## src/rtl/spc_timer_bank_if.sv

```systemverilog
// Register-access bundle between the SPC700 I/O decode and the timer bank.
// The master drives strobes and selects; the slave returns counter state.
interface spc_timer_bank_if #(
  parameter int unsigned NUM_CH = 3,
  parameter int unsigned DIV_W  = 8,
  parameter int unsigned OUT_W  = 4
);
  localparam int unsigned SEL_W = (NUM_CH > 1) ? $clog2(NUM_CH) : 1;

  logic              ce;
  logic              en_wr;
  logic [NUM_CH-1:0] en_data;
  logic              div_wr;
  logic [SEL_W-1:0]  div_sel;
  logic [DIV_W-1:0]  div_data;
  logic              out_rd;
  logic [SEL_W-1:0]  out_sel;
  logic [OUT_W-1:0]  out_data;
  logic [NUM_CH-1:0] enabled;
  logic [NUM_CH-1:0] irq_mask;
  logic [NUM_CH-1:0] irq;
  logic [NUM_CH-1:0] ovf;

  modport master (
    output ce, en_wr, en_data, div_wr, div_sel, div_data, out_rd, out_sel, irq_mask,
    input  out_data, enabled, irq, ovf
  );

  modport slave (
    input  ce, en_wr, en_data, div_wr, div_sel, div_data, out_rd, out_sel, irq_mask,
    output out_data, enabled, irq, ovf
  );
endinterface

```

## src/rtl/spc_timer_bank.sv

```systemverilog
// Bank of SPC700-style interval timers: shared prescaler, per-channel stage divider,
// read-to-clear output counter, sticky overflow flag and maskable interrupt.
module spc_timer_bank #(
  parameter int unsigned       NUM_CH    = 3,
  parameter int unsigned       DIV_W     = 8,
  parameter int unsigned       OUT_W     = 4,
  parameter int unsigned       PRE_SLOW  = 128,
  parameter int unsigned       PRE_FAST  = 16,
  parameter logic [NUM_CH-1:0] FAST_MASK = NUM_CH'(4)
) (
  input  logic               CLK,
  input  logic               RST_N,
  spc_timer_bank_if.slave    bus
);

  localparam int unsigned SEL_W  = (NUM_CH > 1) ? $clog2(NUM_CH) : 1;
  localparam int unsigned PRE_W  = $clog2(PRE_SLOW);
  localparam int unsigned FAST_W = $clog2(PRE_FAST);

  logic [PRE_W-1:0]  pre_q, pre_d;
  logic [NUM_CH-1:0] en_q, en_d;
  logic [NUM_CH-1:0] ovf_q, ovf_d;
  logic [NUM_CH-1:0] irq_q, irq_d;
  logic [DIV_W-1:0]  stage_q  [NUM_CH];
  logic [DIV_W-1:0]  stage_d  [NUM_CH];
  logic [DIV_W-1:0]  target_q [NUM_CH];
  logic [DIV_W-1:0]  target_d [NUM_CH];
  logic [OUT_W-1:0]  out_q    [NUM_CH];
  logic [OUT_W-1:0]  out_d    [NUM_CH];

  logic              slow_tick;
  logic              fast_tick;
  logic [NUM_CH-1:0] tick;

  // Prescaler is free-running; channel enables never gate it.
  always_comb begin
    pre_d     = bus.ce ? pre_q + 1'b1 : pre_q;
    slow_tick = bus.ce & (&pre_q);
    fast_tick = bus.ce & (&pre_q[FAST_W-1:0]);
    for (int i = 0; i < NUM_CH; i++) begin
      tick[i] = FAST_MASK[i] ? fast_tick : slow_tick;
    end
  end

  // Priority within a channel: count, then read-clear, then enable-rise clear.
  always_comb begin
    logic [DIV_W-1:0] s_next;
    logic             match;
    logic             rd_hit;

    en_d     = en_q;
    ovf_d    = ovf_q;
    stage_d  = stage_q;
    target_d = target_q;
    out_d    = out_q;
    s_next   = '0;
    match    = 1'b0;
    rd_hit   = 1'b0;

    for (int i = 0; i < NUM_CH; i++) begin
      s_next = stage_q[i] + 1'b1;
      match  = en_q[i] & tick[i] & (s_next == target_q[i]);
      rd_hit = bus.out_rd & (bus.out_sel == SEL_W'(i));

      if (en_q[i] & tick[i]) begin
        if (match) begin
          stage_d[i] = '0;
          out_d[i]   = out_q[i] + 1'b1;
          if (&out_q[i]) begin
            ovf_d[i] = 1'b1;
          end
        end else begin
          stage_d[i] = s_next;
        end
      end

      if (rd_hit) begin
        out_d[i] = match ? OUT_W'(1) : '0;
        ovf_d[i] = 1'b0;
      end

      if (bus.div_wr && (bus.div_sel == SEL_W'(i))) begin
        target_d[i] = bus.div_data;
      end

      if (bus.en_wr) begin
        en_d[i] = bus.en_data[i];
        if (bus.en_data[i] && !en_q[i]) begin
          stage_d[i] = '0;
          out_d[i]   = '0;
          ovf_d[i]   = 1'b0;
        end
      end

      irq_d[i] = bus.irq_mask[i] & (out_q[i] != '0);
    end
  end

  always_ff @(posedge CLK) begin
    if (!RST_N) begin
      pre_q <= '0;
      en_q  <= '0;
      ovf_q <= '0;
      irq_q <= '0;
      for (int i = 0; i < NUM_CH; i++) begin
        stage_q[i]  <= '0;
        target_q[i] <= '0;
        out_q[i]    <= '0;
      end
    end else begin
      pre_q    <= pre_d;
      en_q     <= en_d;
      ovf_q    <= ovf_d;
      irq_q    <= irq_d;
      stage_q  <= stage_d;
      target_q <= target_d;
      out_q    <= out_d;
    end
  end

  // Selects beyond the last channel read back as zero.
  always_comb begin
    bus.out_data = '0;
    for (int i = 0; i < NUM_CH; i++) begin
      if (bus.out_sel == SEL_W'(i)) begin
        bus.out_data = out_q[i];
      end
    end
  end

  assign bus.enabled = en_q;
  assign bus.irq     = irq_q;
  assign bus.ovf     = ovf_q;

endmodule

```

## src/flat_wrapper.sv

```systemverilog
// flat-port wrapper written by rule: the top's interface ports become plain ports
module spc_timer_bank_flat 
#(
  parameter int unsigned       NUM_CH    = 3,
  parameter int unsigned       DIV_W     = 8,
  parameter int unsigned       OUT_W     = 4,
  parameter int unsigned       PRE_SLOW  = 128,
  parameter int unsigned       PRE_FAST  = 16,
  parameter logic [NUM_CH-1:0] FAST_MASK = NUM_CH'(4)
)
  (CLK, RST_N, bus_ce, bus_en_wr, bus_en_data, bus_div_wr, bus_div_sel, bus_div_data, bus_out_rd, bus_out_sel, bus_irq_mask, bus_out_data, bus_enabled, bus_irq, bus_ovf);
  spc_timer_bank_if #(.NUM_CH(NUM_CH), .DIV_W(DIV_W), .OUT_W(OUT_W)) bus_i ();
  input  logic CLK;
  input  logic RST_N;
  input wire logic [$bits(bus_i.ce)-1:0] bus_ce;
  input wire logic [$bits(bus_i.en_wr)-1:0] bus_en_wr;
  input wire logic [$bits(bus_i.en_data)-1:0] bus_en_data;
  input wire logic [$bits(bus_i.div_wr)-1:0] bus_div_wr;
  input wire logic [$bits(bus_i.div_sel)-1:0] bus_div_sel;
  input wire logic [$bits(bus_i.div_data)-1:0] bus_div_data;
  input wire logic [$bits(bus_i.out_rd)-1:0] bus_out_rd;
  input wire logic [$bits(bus_i.out_sel)-1:0] bus_out_sel;
  input wire logic [$bits(bus_i.irq_mask)-1:0] bus_irq_mask;
  output wire logic [$bits(bus_i.out_data)-1:0] bus_out_data;
  output wire logic [$bits(bus_i.enabled)-1:0] bus_enabled;
  output wire logic [$bits(bus_i.irq)-1:0] bus_irq;
  output wire logic [$bits(bus_i.ovf)-1:0] bus_ovf;
  assign bus_i.ce = bus_ce;
  assign bus_i.en_wr = bus_en_wr;
  assign bus_i.en_data = bus_en_data;
  assign bus_i.div_wr = bus_div_wr;
  assign bus_i.div_sel = bus_div_sel;
  assign bus_i.div_data = bus_div_data;
  assign bus_i.out_rd = bus_out_rd;
  assign bus_i.out_sel = bus_out_sel;
  assign bus_i.irq_mask = bus_irq_mask;
  assign bus_out_data = bus_i.out_data;
  assign bus_enabled = bus_i.enabled;
  assign bus_irq = bus_i.irq;
  assign bus_ovf = bus_i.ovf;
  spc_timer_bank #(.NUM_CH(NUM_CH), .DIV_W(DIV_W), .OUT_W(OUT_W), .PRE_SLOW(PRE_SLOW), .PRE_FAST(PRE_FAST), .FAST_MASK(FAST_MASK)) u_core (.CLK(CLK), .RST_N(RST_N), .bus(bus_i));
endmodule
```

## config.mk

```make
export PLATFORM = sky130hd
export DESIGN_NAME = spc_timer_bank_flat
export DESIGN_NICKNAME = d
export VERILOG_FILES = /design/src/rtl/spc_timer_bank_if.sv /design/src/rtl/spc_timer_bank.sv /design/src/flat_wrapper.sv
export SDC_FILE = /design/constraint.sdc
export NUM_CORES = 1
export LEC_CHECK = 0
export BUFFER_PORTS_ARGS = -buffer_cell sky130_fd_sc_hd__buf_4
export CORE_MARGIN = 2
export CORE_UTILIZATION = 40
export DETAILED_ROUTE_END_ITERATION = 7
export PLACE_DENSITY = 0.64
export SYNTH_ARGS = -nofsm -noshare
export SYNTH_HDL_FRONTEND = slang
export SYNTH_SLANG_ARGS = --single-unit
```

## constraint.sdc

```tcl
create_clock -name CLK -period 5.91 [get_ports CLK]
set_clock_uncertainty 0.15 [all_clocks]
set_input_delay 1.182 -clock CLK [delete_from_list [all_inputs] [get_ports CLK]]
set_output_delay 1.182 -clock CLK [all_outputs]
set_load 0.03 [all_outputs]
```

==> impl_results.md <==
* Longest Clk Path Bufs at 2
* Chip width at 105 µm
* Most frequent cells in the layout: 76 x dfxtp_1, 66 x nor2_1, 54 x nand2_1
* Critical-path top delay cell: nand4_1
* Leakage power at 1.74 nW
* Max-slew headroom at 0.374
* Setup TNS at 0 ns
* Sequential share of the synthesized area at 0.373
* Pre-Repair DR Iteration Count at 4
* Yosys Warn Count at 0
* Worst setup path startpoint: bus_ce
* RSZ-0062 raised after global routing: no
* Synth Cell Area at 4080 µm²
* Final setup vio count at 0
* Cts hold-fix bufs at 0
* Min-Delay Path Class: reg2reg
* Clk Latency, worst-skew pair at 0.35 ns
* Die area at 11000 µm²
* Post-DRT Antenna Nets at 0
* Final wirelength at 9.47 mm
* PD cells at 235 nW/µm²
* Hpwl dp at 6.93 mm
* Num CTS Buffers at 9
* Initial antenna violation count at 0
* I/O Buffers at 36
* Worst setup SP type: primary input
* Root buf cell: clkbuf_8
* Core area at 9820 µm²
* WHS Endpoint: u_core.bus.ovf[1]
* Hold depth at 2
* Max Slew Vio Count at 0
* CTS H-tree lvls at 3
* Clock transition at the registers of the reported paths at 0.08 ns
* Global-route wire length before repair at 15.5 mm
* Maximum VDD drop at 0.161 mV
* Final core occ at 0.473
* Synth unique cells at 55
* Post-CTS Setup Bufs at 0
* Outcome: complete, no violations
* CP Cell Sequence: buf_4 -> and4_1 -> and2_1 -> nand2_1 -> nor3_1 -> nand4_1 -> or3_1 -> a21oi_1
* Area Overhead vs Synth at 13.8%
* Critical Path AT at 3.59 ns
* CP endpoint kind: flip-flop
* RR Endpoint: u_core.out_q[10]
* Share of layout cells above drive strength 1 at 0.119
* Post-synth EDFFs at 0
* Final-stage net count at 550
* Sink Count at 76
* Routability cong. at 0.869
* Hold_sp: u_core.bus.ovf[1]
* Final worst path period need at 3.47 ns
* All-Layer GR Usage at 0.176
* N_diodes at 0
* Seq cells post-synth at 76
* Initial drt markers at 204
* Crit path max-delay family: simple AND/OR/NAND/NOR gates
* Slowest stage delay, CP at 0.54 ns
* Max-Cap Viols at 0
* Reg2reg start: u_core.pre_q[0]
* Synth Flop Type: dfxtp_1
* CP Class: in2reg
* I/O pin count at 37
* Final hold viol count at 0
* Final Cycle Share at 0.587
* Post_cts resized at 0
* Synth Instances at 496
* Worst-Margin Slew at 0.934 ns
* Site Rows at 36
* Syn_area_per_cell at 8.23 µm²
* GRT overflow at 0
* Pin count of the biggest net entering global routing at 35
* Fmax at 0.288 GHz
* Vias at 3463
* Syn nets at 530
* Worst Path Buf+Inv at 1
* CTS tree: yes
* Drc violations at 0
* Vias in the first global route at 3163
* Per-cell routed wire length at 14.5 µm
* Peak fanout along the critical path at 15
* Vias per cell at 5.30
* Ys async rst share at 0
* Critical Path RT at 6.03 ns
* Die Height at 105 µm
* Reg2Reg Depth at 8
* Commonest non-fill, non-tap cell in the layout: dfxtp_1
* Initial core utilization at 0.416
* Worst R2R Setup Slack at 2.82 ns
-- cell usage after synthesis (all sizes together) (2+ instances only) --
library cell | number | area (µm²)
dfxtp | 76 | 1520
nor2 | 66 | 248
nand2 | 55 | 214
mux2i | 35 | 350
a21oi | 27 | 135
nand3 | 26 | 135
xnor2 | 25 | 219
o21ai | 19 | 95.1
clkbuf | 17 | 65.1
xor2 | 13 | 114
inv | 12 | 45.0
nor3 | 12 | 60.1
buf | 11 | 66.3
and2 | 10 | 65.1
ha | 10 | 125
or3 | 10 | 62.6
nand4 | 8 | 50.1
nand3b | 6 | 45.0
a31o | 5 | 43.8
a31oi | 5 | 31.3
nand2b | 5 | 31.3
a211oi | 4 | 30.0
and3 | 4 | 25.0
nor4 | 4 | 25.0
a2111oi | 3 | 45.1
and4 | 3 | 28.8
nor3b | 3 | 22.5
o31ai | 3 | 22.5
or4 | 3 | 22.5
a211o | 2 | 17.5
nor2b | 2 | 12.5
o2111ai | 2 | 23.8
-- layer usage --
metal / global-route usage / part of all wire / wire [µm]
met4: 0.0467 / 0.013 / 121
met1: 0.227 / 0.46 / 4400
met3: 0.0405 / 0.039 / 373
met2: 0.295 / 0.48 / 4570
met5: 0 / 0 / 0
-- area by class of cell --
cell class / instances / area (µm²)
Fill cell: 981 / 5180
Multi-Input combinational cell: 379 / 2380
Sequential cell: 76 / 1520
Timing Repair Buffer: 37 / 278
Tap cell: 133 / 166
Clock buffer: 12 / 155
Clock inverter: 4 / 95.1
Inverter: 13 / 48.8
-- worst max-delay path by stage --
stage	to	slack, ns	cells after the start
floorplan	bus_out_data[0]	2.33	3
global placement	u_core.out_q[11]	2.23	8
detailed placement	u_core.out_q[10]	2.08	8
CTS	u_core.out_q[10]	2.44	8
global route	u_core.out_q[10]	2.23	8
finish	u_core.out_q[10]	2.44	8
-- registers in the layout (all words and copies together), names as in the netlist --
name / count
u_core.stage_q: 24
u_core.bus.enabled: 3
u_core.target_q: 24
u_core.out_q: 12
u_core.bus.ovf: 3
u_core.pre_q: 7
u_core.bus.irq: 3
-- kinds of logic (layout without fill, tap and decap cells) --
family / Yosys count / count (layout) / share of synthesized area
adders and majority gates: 10 / 10 / 0.0307
and+or+nand+nor: 219 / 219 / 0.261
muxes: 36 / 36 / 0.0886
xor gates and xnor gates: 38 / 38 / 0.0816
DFF: 76 / 76 / 0.373
AOI/OAI and AO/OA: 76 / 76 / 0.121
buffers and inverters: 41 / 66 / 0.0442
-- where the power goes --
part           switching, mW  internal [mW]
sequential           0.00824          0.520
clock                  0.191          0.303
combinational         0.0396         0.0305
-- through the flow --
stage / total power, mW / hold slack (ns) / setup slack (ns) / cell area (µm²) / cells
2_1_floorplan: 0.580 / 0.299 / 2.33 / 4080 / 496
3_3_place_gp: 0.609 / 0.285 / 2.23 / 4390 / 638
3_5_place_dp: 0.611 / 0.292 / 2.08 / 4390 / 638
4_1_cts: 1.11 / 0.306 / 2.44 / 4640 / 654
5_1_grt: 1.13 / 0.321 / 2.23 / 4640 / 654
6_report: 1.09 / 0.304 / 2.44 / 4640 / 654
-- worst min-delay path, cell delays in order (launching register included) --
cell	delay, ns
dfxtp_1	0.32
nand2_1	0.05
o21ai_1	0.05
No activity file was read; power rests on OpenSTA's default activity.
